<file path="src/rtl/lcv_mul_acc_arbiter.sv">
// Round-robin arbiter sharing one external 1-cycle multiply-accumulate unit
// (outp = a*b + c + d + e) between NUM_REQ requesters.
// Each requester may have at most one operation outstanding. An operation is
// either in the MAC pipeline or parked in that requester's response buffer.
// A result is steered back to its requester through a one-entry buffer.
module lcv_mul_acc_arbiter #(
  parameter int NUM_REQ = 4
) (
  input  logic                  clk,
  input  logic                  rst,
  // request channel
  input  logic [NUM_REQ-1:0]    req_valid,
  output logic [NUM_REQ-1:0]    req_ready,
  input  logic [NUM_REQ*16-1:0] req_a,
  input  logic [NUM_REQ*16-1:0] req_b,
  input  logic [NUM_REQ*33-1:0] req_c,
  input  logic [NUM_REQ*33-1:0] req_d,
  input  logic [NUM_REQ*33-1:0] req_e,
  // response channel
  output logic [NUM_REQ-1:0]    rsp_valid,
  input  logic [NUM_REQ-1:0]    rsp_ready,
  output logic [NUM_REQ*33-1:0] rsp_data,
  // shared MAC interface
  output logic [15:0]           mac_a,
  output logic [15:0]           mac_b,
  output logic [32:0]           mac_c,
  output logic [32:0]           mac_d,
  output logic [32:0]           mac_e,
  input  logic [32:0]           mac_outp
);

  localparam int IDX_W = $clog2(NUM_REQ);
  localparam int OP_W  = 16;
  localparam int ADD_W = 33;

  // Registered state
  logic [IDX_W-1:0]   rr_ptr_q, rr_ptr_d;
  logic               inflight_valid_q, inflight_valid_d;
  logic [IDX_W-1:0]   inflight_idx_q, inflight_idx_d;
  logic [NUM_REQ-1:0] rsp_valid_q, rsp_valid_d;
  logic [ADD_W-1:0]   rsp_data_q [NUM_REQ];
  logic [ADD_W-1:0]   rsp_data_d [NUM_REQ];

  // Arbitration signals
  logic [NUM_REQ-1:0] fill_mask;
  logic [NUM_REQ-1:0] busy;
  logic [NUM_REQ-1:0] eligible;
  logic [IDX_W-1:0]   cand_idx;
  logic [IDX_W-1:0]   grant_idx;
  logic               grant_found;
  logic               accept;
  logic [NUM_REQ-1:0] grant_oh;

  // One-hot of the lane whose result arrives from the MAC this cycle.
  always_comb begin
    // NOTE: every variable written here gets a default before any condition,
    // so no path leaves it unassigned and no latch is inferred.
    fill_mask = '0;
    if (inflight_valid_q) begin
      fill_mask[inflight_idx_q] = 1'b1;
    end
  end

  // A lane is busy while its op is in the MAC or its result is unconsumed.
  assign busy     = fill_mask | rsp_valid_q;
  assign eligible = req_valid & ~busy;

  // Round-robin pick: first eligible lane after the last granted one.
  always_comb begin
    grant_found = 1'b0;
    grant_idx   = '0;
    cand_idx    = '0;
    for (int k = 1; k <= NUM_REQ; k++) begin
      cand_idx = IDX_W'((int'(rr_ptr_q) + k) % NUM_REQ);
      if (!grant_found && eligible[cand_idx]) begin
        grant_found = 1'b1;
        grant_idx   = cand_idx;
      end
    end
  end

  // No grant is offered while reset is held, so nothing can be accepted then.
  assign accept    = grant_found && !rst;
  assign grant_oh  = accept ? (NUM_REQ'(1) << grant_idx) : '0;
  assign req_ready = grant_oh;

  // Present the granted lane's operands to the MAC; zeros when idle.
  always_comb begin
    mac_a = '0;
    mac_b = '0;
    mac_c = '0;
    mac_d = '0;
    mac_e = '0;
    if (accept) begin
      mac_a = req_a[grant_idx*OP_W  +: OP_W];
      mac_b = req_b[grant_idx*OP_W  +: OP_W];
      mac_c = req_c[grant_idx*ADD_W +: ADD_W];
      mac_d = req_d[grant_idx*ADD_W +: ADD_W];
      mac_e = req_e[grant_idx*ADD_W +: ADD_W];
    end
  end

  // Pointer and in-flight tag advance only on an accepted request.
  always_comb begin
    rr_ptr_d         = rr_ptr_q;
    inflight_idx_d   = inflight_idx_q;
    inflight_valid_d = accept;
    if (accept) begin
      rr_ptr_d       = grant_idx;
      inflight_idx_d = grant_idx;
    end
  end

  // Response buffers: consume clears, MAC result fills the tagged lane.
  // Fill and consume never hit the same lane because busy blocks its grant.
  always_comb begin
    rsp_valid_d = rsp_valid_q & ~rsp_ready;
    rsp_data_d  = rsp_data_q;
    if (inflight_valid_q) begin
      rsp_valid_d[inflight_idx_q] = 1'b1;
      rsp_data_d[inflight_idx_q]  = mac_outp;
    end
  end

  // State registers; reset discards in-flight and buffered results.
  always_ff @(posedge clk or posedge rst) begin
    if (rst) begin
      // NOTE: sequential state uses non-blocking assignments so every flop
      // samples its pre-edge value regardless of statement order.
      rr_ptr_q         <= IDX_W'(NUM_REQ - 1);
      inflight_valid_q <= 1'b0;
      inflight_idx_q   <= '0;
      rsp_valid_q      <= '0;
      // NOTE: the result buffers are visible on rsp_data, whose reset value is
      // defined as zero, so this storage array is reset like any other flop.
      for (int i = 0; i < NUM_REQ; i++) begin
        rsp_data_q[i] <= '0;
      end
    end else begin
      rr_ptr_q         <= rr_ptr_d;
      inflight_valid_q <= inflight_valid_d;
      inflight_idx_q   <= inflight_idx_d;
      rsp_valid_q      <= rsp_valid_d;
      rsp_data_q       <= rsp_data_d;
    end
  end

  assign rsp_valid = rsp_valid_q;

  for (genvar g = 0; g < NUM_REQ; g++) begin : g_rsp_data
    assign rsp_data[g*ADD_W +: ADD_W] = rsp_data_q[g];
  end

`ifndef SYNTHESIS
  // At most one lane is granted per cycle.
  a_ready_onehot0: assert property (@(posedge clk) disable iff (rst)
    $onehot0(req_ready));

  // A lane with an outstanding op is never granted.
  a_no_grant_busy: assert property (@(posedge clk) disable iff (rst)
    (req_ready & busy) == '0);

  // The MAC pipeline only holds an op that was accepted the cycle before.
  a_inflight_from_accept: assert property (@(posedge clk) disable iff (rst)
    inflight_valid_q |-> $past(accept));

  // A response buffer only becomes valid from a result of that lane.
  a_rsp_from_grant: assert property (@(posedge clk) disable iff (rst)
    (rsp_valid_q & ~$past(rsp_valid_q) & ~$past(fill_mask)) == '0);
`endif

endmodule

</file>
<file path="config.mk">
export PLATFORM = sky130hd
export DESIGN_NAME = lcv_mul_acc_arbiter
export DESIGN_NICKNAME = d
export VERILOG_FILES = /design/src/rtl/lcv_mul_acc_arbiter.sv
export SDC_FILE = /design/constraint.sdc
export NUM_CORES = 1
export LEC_CHECK = 0
export CAP_MARGIN = 20
export CORE_AREA = 2 2 325 327
export DETAILED_ROUTE_END_ITERATION = 8
export DIE_AREA = 0 0 327 329
export PLACE_DENSITY = 0.33
export SLEW_MARGIN = 20
export SYNTH_ARGS = -nofsm -noshare
export SYNTH_HDL_FRONTEND = slang
export SYNTH_SLANG_ARGS = --single-unit
</file>
<file path="constraint.sdc">
create_clock -name clk -period 7.09 [get_ports clk]
set_input_delay 1.0635 -clock clk [delete_from_list [all_inputs] [get_ports clk]]
set_output_delay 1.0635 -clock clk [all_outputs]
set_load 0.05 [all_outputs]
</file>
Word-level counts from Yosys, hierarchy flattened
Cells that the tools add are included.
Storage, ports and cells
  register bits: 141
  output and inout port bits: 271
  memories kept: 0
  memory bits (writable): 0
  input bits: 567
  memory bits (read-only): 0
  latch bits: 0
Cells by class
  reduce and logical (&&, ||, !) cells: 10
  add/subtract/negate cells: 4
  bitwise logic cells: 7
  divide/modulo/power cells: 0
  order comparisons: 8
  multipliers: 1
  shift-type cells: 6
  equal/unequal tests: 0
  mux-type cells: 29
Operators by type and width (count)
  132-bit by 9-bit variable part select with 33-bit output: 3
  132-bit bitwise mux: 1
  33-bit two-way mux: 4
  64-bit by 7-bit variable part select with 16-bit output: 2
  33-bit demux with 2-bit select: 1
  16-bit two-way mux: 2
  2-bit by 3-bit < comparator with 1-bit output (second input constant): 5
  4-bit two-way mux: 3
  1-bit two-way mux: 9
  4-bit AND: 2
  1-bit binary-select mux with 2-bit select: 4
  2-bit by 6-bit multiplier with 8-bit output (second input constant): 1
  2-bit two-way mux: 4
  4-bit NOT: 2
  4-bit bitwise OR: 2
  1-bit logical AND: 6
  2-bit by 1-bit adder with 2-bit output (second input constant): 2
  2-bit adder (second input constant): 2
  1-bit zero test: 4
  1-bit by 2-bit left shift with 4-bit output (first input constant): 1
  3-bit >= comparator (second input constant): 1
  3-bit by 1-bit < comparator with 1-bit output (second input constant): 1
  2-bit NOT with 3-bit output: 1
  1-bit demux with 2-bit select: 1
  2-bit by 1-bit >= comparator with 1-bit output (second input constant): 1

Logic depth before layout (Yosys ltp)
Gate-level depths: netlist of run 1.
  depth in word-level cells: 23
  gate-level depth with buffers: 10
  mapped depth without buffers: 5

Worst setup path before layout of run 1
Ideal clock, no wire load.
  kind: in2out
  start: input rst
  end: output mac_a[10]
  cell stages on the path: 6
  required time: 6026 ps
  setup slack: -106 ps
  arrival time: 6133 ps
  path through: inv_1 nand3_1 nand2b_1 o32ai_2 clkbuf_1 a221o_1
On the way
  word-level cells in the longest chain between the ends: 3
Ends and longest elaborated chain
  start: declaration: RTL line 10  | input logic rst,
  1-bit zero test (no line)
  1-bit logical AND: RTL line 83  | assign accept = grant_found && !rst;
  16-bit two-way mux: RTL line 94  | if (accept) begin
  end: declaration: RTL line 24  | output logic [15:0] mac_a,
No other way between the ends.

Worst setup path in the final report of run 1
  start: input req_valid[2]
  end: output mac_b[5]
On the way
  word-level cells in the longest chain between the ends: 15
  elaborated cells between the ends (all ways): 26
  those cells by class: shift (1); mux (17); bitwise (1); reduce/logical (7)
Ends and longest elaborated chain
  start: declaration: RTL line 12  | input logic [NUM_REQ-1:0] req_valid,
  4-bit AND *: RTL line 66  | assign eligible = req_valid & ~busy;
  1-bit binary-select mux with 2-bit select: RTL line 75  | if (!grant_found && eligible[cand_idx]) begin
  1-bit two-way mux (not written as such): RTL line 75
  1-bit two-way mux: RTL line 75
  1-bit zero test: RTL line 75
  1-bit logical AND: RTL line 75
  1-bit two-way mux: RTL line 75
  1-bit zero test: RTL line 75
  1-bit logical AND: RTL line 75
  1-bit two-way mux: RTL line 75
  1-bit zero test: RTL line 75
  1-bit logical AND: RTL line 75
  2-bit two-way mux / 1-bit two-way mux (equally long branches): RTL line 75
  64-bit by 7-bit variable part select with 16-bit output / 1-bit logical AND (equally long branches): RTL line 96, 83
  16-bit two-way mux *: RTL line 94
  end: declaration: RTL line 25  | output logic [15:0] mac_b,
Every way passes the cells marked *; elsewhere a longest branch is shown, timed or not. The select of a mux whose other input is x is not followed.

==> impl_metrics.csv, run 1 <==
group,metric,value,unit
timing,relSlewSlack,0.3385,
floorplanning,rows,119,
worst_setup_path,slowest_stage,"clkdlybuf4s50_1",
grt,first_global_vias,11436,
power_and_ir_drop,p_leak,7.073,nW
synth,ys_seq_area_frac,0.4180,
floorplanning,die_y,329,um
timing,finalClockSkew,0.02096,ns
timing,tightestPinTransition,0.9923,ns
floorplanning,core,104400,um^2
detailed_routing,wl_per_cell,26.37,um
outcome,status,"complete, no violations",
final_layout,drive_gt1_frac,0.08380,
detailed_routing,drtPass1Iterations,5,
synth,ys_seq_elements,141,
place,gp_congestion,0.9327,
cts,cts_inserted_buffers,17,
synth,synthesis.nets,1392,
detailed_routing,dr.first_iter.drc_count,653,
detailed_routing,ant_nets,0,
synth,ys_warn_count,0,
cts,cts_tree,"built",
synth,ys.flop_type,"dfrtp_1",
synth,async_reset_ff_frac,1.000,
synth,syn_area_per_cell,10.24,um^2
cts,clkTransAtPathRegs,0.05,ns
timing,setup_viol,0,
timing,fmax,168.6,MHz
synth,syn_area,8448,um^2
timing,rsz0062_at_grt,"false",
cts,clock_path_buffers,2,
worst_setup_path,crit_family,"buffers and inverters",
worst_setup_path,crit_type,"in -> out",
final_layout,areaGrowthSynthToFinish,125.4,%
worst_setup_path,cp-start-kind,"input pin",
grt,grt_usage,0.1392,
worst_setup_path,required,6.03,ns
worst_hold_path,hp-class,"reg -> reg",
cts,postCtsSetupBuffers,0,
timing,hold_viol,0,
detailed_routing,totalWireLength,79630,um
floorplanning,die-area,107600,um^2
worst_setup_path,worstPathArrival,4.87,ns
cts,clock_sinks,141,
final_layout,nets,2177,
worst_setup_path,end_kind,"output pin",
grt,antenna_found_initial,40,
worst_setup_path,critPathMaxFanout,70,
synth,netlist_instances,825,
cts,ctsResizeCount,0,
timing,drv_slew,0,
timing,setup_tns,0,ns
detailed_routing,via_per_inst,3.690,
floorplanning,start_util,0.08094,
place,dp_hpwl,64370,um
worst_setup_path,path_buf_inv,4,
detailed_routing,post-route-drc-count,0,
floorplanning,io_pins,838,
timing,fin_crit,5.931,ns
cts,clockRootBuffer,"clkbuf_16",
power_and_ir_drop,powerDensity,473.8,nW/um^2
grt,grt_overflow_total,0,
grt,grt_first_pass_wirelength,103300,um
cts,insertion_delay,0.45,ns
final_layout,utilization,0.1825,
worst_setup_path,crit_top_cell,"clkdlybuf4s50_1",
synth,synth_cell_types,41,
power_and_ir_drop,peakVddDrop,0.0002409,V
synth,synth_edf_count,0,
worst_setup_path,cpPeakStageDelay,0.83,ns
floorplanning,die_x,327,um
grt,grt_max_degree,107,
place,io_buffers,837,
timing,finalCritPeriodShare,0.8365,
cts,cts_hold_buf,0,
run,maxCapViolations,0,
detailed_routing,vias,11145,
cts,htreeDepth,4,
worst_setup_path,path_cells,"clkdlybuf4s50_1, nor2b_1, nand2_1, a211oi_4, buf_12, buf_4, a32o_1, a221o_1, clkdlybuf4s50_1",
==> power by group <==
part | internal [mW] | leakage, nW | total, mW | switching, mW
clock | 0.553 | 0.288 | 0.917 | 0.364
sequential | 1.21 | 1.69 | 1.47 | 0.251
combinational | 2.22 | 5.09 | 6.64 | 4.42
==> synthesized netlist by cell type, drive strengths merged (2+ instances only) <==
cell type,n,area share
nand3b,2,0.0022
mux2,66,0.088
dfrtp,139,0.41
nand3,5,0.0030
nand2,200,0.089
a21boi,2,0.0018
a21o,2,0.0018
a32o,131,0.16
dfstp,2,0.0062
nor3,2,0.0018
buf,42,0.023
inv,9,0.0040
o21ai,8,0.0047
nor2b,2,0.0015
nand2b,4,0.0030
and3b,2,0.0021
clkbuf,53,0.024
a21oi,2,0.0012
a221o,131,0.16
nor2,3,0.0013
a211oi,3,0.0039
==> worst register-to-register path, cell delays in order (launching register included) <==
cell and delay, ns:
dfrtp_1 0.50, nand3_1 0.54, a22oi_1 0.56, a31oi_1 0.26, o2111ai_1 0.17, a21boi_0 0.21
==> cell type report <==
| type | instances | area [um^2] |
|---|---|---|
| antenna | 6 | 15.01 |
| clock buffer | 22 | 484.2 |
| tap | 1391 | 1740 |
| inverter | 9 | 37.54 |
| timing repair buffer | 861 | 8586 |
| fill | 11521 | 85330 |
| sequential | 141 | 3531 |
| clock inverter | 10 | 111.4 |
| multi-input combinational | 580 | 4539 |
==> layer usage <==
layer | wire [um] | up-vias | track usage | part of all wire
li1 | - | 4895 | - | -
met2 | 40350 | 624 | 0.2509 | 0.51
met3 | 7552 | 85 | 0.04860 | 0.095
met4 | 1506 | 30 | 0.02842 | 0.019
met5 | 191 | - | 0 | 0.0024
met1 | 30030 | 5511 | 0.1581 | 0.38
==> cells in the final DEF (no fill, tap or decap), types with 2 or more instances in the layout <==
| cell type | n |
|---|---|
| clkdlybuf4s50_1 | 833 |
| nand2_1 | 200 |
| dfrtp_1 | 139 |
| a32o_1 | 131 |
| a221o_1 | 131 |
| mux2_2 | 66 |
| buf_4 | 25 |
| clkbuf_16 | 17 |
| inv_1 | 8 |
| diode_2 | 6 |
| o21ai_0 | 6 |
| nand3_1 | 5 |
| nand2b_1 | 4 |
| clkinvlp_4 | 4 |
| clkbuf_8 | 4 |
| clkinv_2 | 4 |
| nor2_1 | 3 |
| buf_12 | 3 |
| and3b_1 | 2 |
| nor2b_1 | 2 |
| a211oi_4 | 2 |
| a21oi_1 | 2 |
| a21boi_0 | 2 |
| a21o_1 | 2 |
| bufinv_16 | 2 |
| dfstp_2 | 2 |
==> registers in the layout, indices dropped and copies added (netlist names) <==
| signal | flops |
|---|---|
| rsp_data | 132 |
| rr_ptr_q | 2 |
| inflight_idx_q | 2 |
| inflight_valid_q | 1 |
| rsp_valid | 4 |
==> final timing paths <==
check,start,to,slack (ns),depth (start not counted)
setup / recovery,req_valid[2],mac_b[5],1.16,9
hold / removal,rsp_data[27]$_DFFE_PP0P_,rsp_data[27]$_DFFE_PP0P_,0.47,2
setup reg to reg,inflight_idx_q[1]$_DFFE_PP0P_,rr_ptr_q[0]$_DFFE_PP1P_,4.77,5
hold reg to reg,rsp_data[27]$_DFFE_PP0P_,rsp_data[27]$_DFFE_PP0P_,0.47,2
max in group asynchronous,rst,rsp_valid[3]$_DFF_PP0_,3.95,4
min in group asynchronous,rst,inflight_valid_q$_DFF_PP0_,1.59,3
==> through the flow <==
stage,setup slack (ns),area (um^2),hold WS (ns),power (mW),instances
final,1.159,19040,0.4720,9.024,3020
after CTS,1.028,19030,0.4777,9.183,3014
after detailed placement,1.086,18430,0.4651,8.208,2982
after global routing,0.9876,19030,0.4967,9.406,3015
after floorplan,1.261,8452,0.5757,5.443,825
after global placement,1.112,18430,0.4619,8.201,2982
==> cells by family after synthesis <==
kind of cell           after synthesis  synth area share
muxes                               66           0.08797
DFF                                141            0.4180
buffers and inverters              104           0.05021
and+or+nand+nor                    225            0.1094
AOI/OAI and AO/OA                  289            0.3344
Note: power is estimated with default switching activity, not from simulation.
==> inputs of run 2 (changes only) <==
==> constraint.sdc (replaced) <==
create_clock -name clk -period 5.93 [get_ports clk]
set_input_delay 0.8895 -clock clk [delete_from_list [all_inputs] [get_ports clk]]
set_output_delay 0.8895 -clock clk [all_outputs]
set_load 0.05 [all_outputs]
==> impl_metrics.csv, run 2 (synthesized netlist as in run 1, its figures left out) <==
group,metric,value,unit
cts,cts_hold_buf,0,
floorplanning,die_x,327,um
timing,finalClockSkew,0.01597,ns
worst_setup_path,crit_family,"buffers and inverters",
worst_setup_path,path_cells,"clkdlybuf4s50_1, nor2b_1, buf_4, a22oi_1, o21ai_1, a211oi_4, buf_12, a221o_1, clkdlybuf4s50_1",
worst_setup_path,cp-start-kind,"input pin",
power_and_ir_drop,p_leak,7.297,nW
cts,postCtsSetupBuffers,0,
timing,whs,0.4745,ns
final_layout,utilization,0.1842,
detailed_routing,totalWireLength,79890,um
grt,first_global_vias,11546,
grt,antenna_found_initial,38,
worst_setup_path,cpPeakStageDelay,0.70,ns
final_layout,final_cell_mix,"clkdlybuf4s50_1, nand2_1, dfrtp_1",
cts,clkTransAtPathRegs,0.06,ns
worst_setup_path,slowest_stage,"clkdlybuf4s50_1",
cts,insertion_delay,0.45,ns
place,io_buffers,837,
worst_hold_path,hp-class,"reg -> reg",
final_layout,drive_gt1_frac,0.1345,
timing,fin_crit,5.270,ns
power_and_ir_drop,powerDensity,569.6,nW/um^2
worst_setup_path,critical_path_depth,9,
place,dp_hpwl,65190,um
floorplanning,core,104400,um^2
worst_setup_path,reg2reg_depth,6,
worst_setup_path,crit_top_cell,"clkdlybuf4s50_1",
final_layout,largest_reg_flops,132,
detailed_routing,dr.first_iter.drc_count,736,
detailed_routing,wl_per_cell,26.37,um
worst_setup_path,critPathMaxFanout,106,
worst_setup_path,required,5.04,ns
detailed_routing,post-route-drc-count,0,
timing,finalCritPeriodShare,0.8887,
cts,clockRootBuffer,"clkbuf_16",
cts,cts_tree,"built",
detailed_routing,drtPass1Iterations,4,
place,gp_congestion,0.9421,
grt,grt_max_degree,107,
worst_setup_path,path_buf_inv,4,
run,maxCapViolations,0,
floorplanning,io_pins,838,
floorplanning,die_y,329,um
detailed_routing,vias,11219,
timing,rsz0062_at_grt,"false",
floorplanning,start_util,0.08094,
floorplanning,rows,119,
timing,hold_viol,0,
final_layout,nets,2182,
final_layout,areaGrowthSynthToFinish,127.6,%
grt,grt_usage,0.1401,
cts,clock_path_buffers,2,
power_and_ir_drop,peakVddDrop,0.0002636,V
detailed_routing,ant_nets,0,
floorplanning,die-area,107600,um^2
timing,drv_slew,0,
timing,relSlewSlack,0.3357,
timing,setup_viol,0,
worst_setup_path,crit_type,"in -> out",
worst_setup_path,worstPathArrival,4.38,ns
final_layout,multiInputGateArea,4539,um^2
grt,grt_overflow_total,0,
detailed_routing,via_per_inst,3.704,
final_layout,seq_area,3531,um^2
worst_setup_path,end_kind,"output pin",
grt,grt_first_pass_wirelength,103700,um
cts,ctsResizeCount,0,
cts,htreeDepth,4,
timing,tightestPinTransition,0.9965,ns
worst_hold_path,whs_path_depth,2,
timing,setup_tns,0,ns
cts,cts_inserted_buffers,17,
final_layout,fillers,11478,
final_layout,final_common_cell,"clkdlybuf4s50_1",
cts,clock_sinks,141,
outcome,status,"complete, no violations",
timing,fmax,189.8,MHz
==> run 2: worst paths after layout <==
kind / startpoint / end / slack (ns)
min in group asynchronous: rst / rr_ptr_q[0]$_DFFE_PP1P_ / 1.15
setup / recovery: req_valid[2] / mac_d[1] / 0.66
hold reg to reg: rsp_data[24]$_DFFE_PP0P_ / rsp_data[24]$_DFFE_PP0P_ / 0.47
max in group asynchronous: rst / rsp_data[121]$_DFFE_PP0P_ / 2.92
setup reg to reg: rsp_valid[2]$_DFF_PP0_ / rr_ptr_q[0]$_DFFE_PP1P_ / 3.71
hold / removal: rsp_data[24]$_DFFE_PP0P_ / rsp_data[24]$_DFFE_PP0P_ / 0.47
==> run 2: report_power, final <==
| group | internal (mW) | switching, mW |
|---|---|---|
| clock network | 0.597 | 0.484 |
| logic | 2.80 | 5.32 |
| registers | 1.45 | 0.300 |
| total | 4.85 | 6.10 |
==> run 2: layer usage <==
| layer | GRT usage | up-vias | part of all wire |
|---|---|---|---|
| met2 | 0.2458 | 642 | 0.49 |
| met1 | 0.1575 | 5556 | 0.39 |
| met3 | 0.04751 | 93 | 0.084 |
| met4 | 0.04926 | 18 | 0.037 |
| li1 | - | 4910 | - |
| met5 | 0 | - | 0.0016 |
==> run 2: worst reg2reg max path, stage by stage (launching register included) <==
cell and delay (ns):
dfrtp_1 0.42, nor2b_1 0.55, buf_4 0.23, a22oi_1 0.13, a31oi_1 0.37, o2111ai_1 0.24, a21boi_0 0.19
==> run 2: layout make-up <==
type,instances,share of cell area
Antenna cell,10,0.001302
Sequential cell,141,0.1837
Timing Repair Buffer,866,0.4566
Inverter,9,0.001952
Tap cell,1391,0.09053
Clock inverter,13,0.006769
Multi-Input combinational cell,580,0.2361
Clock buffer,19,0.02304
==> run 2: through the flow <==
stage                     setup WS (ns)  instance area (um^2)  std cells  total power, mW
final                            0.6599                 19220       3029            10.95
after CTS                        0.6242                 19200       3019            11.12
after floorplan                  0.4485                  8452        825            6.508
after detailed placement         0.6289                 18630       2987            9.979
after global routing             0.5374                 19210       3023            11.39
after global placement           0.6122                 18630       2987            10.00
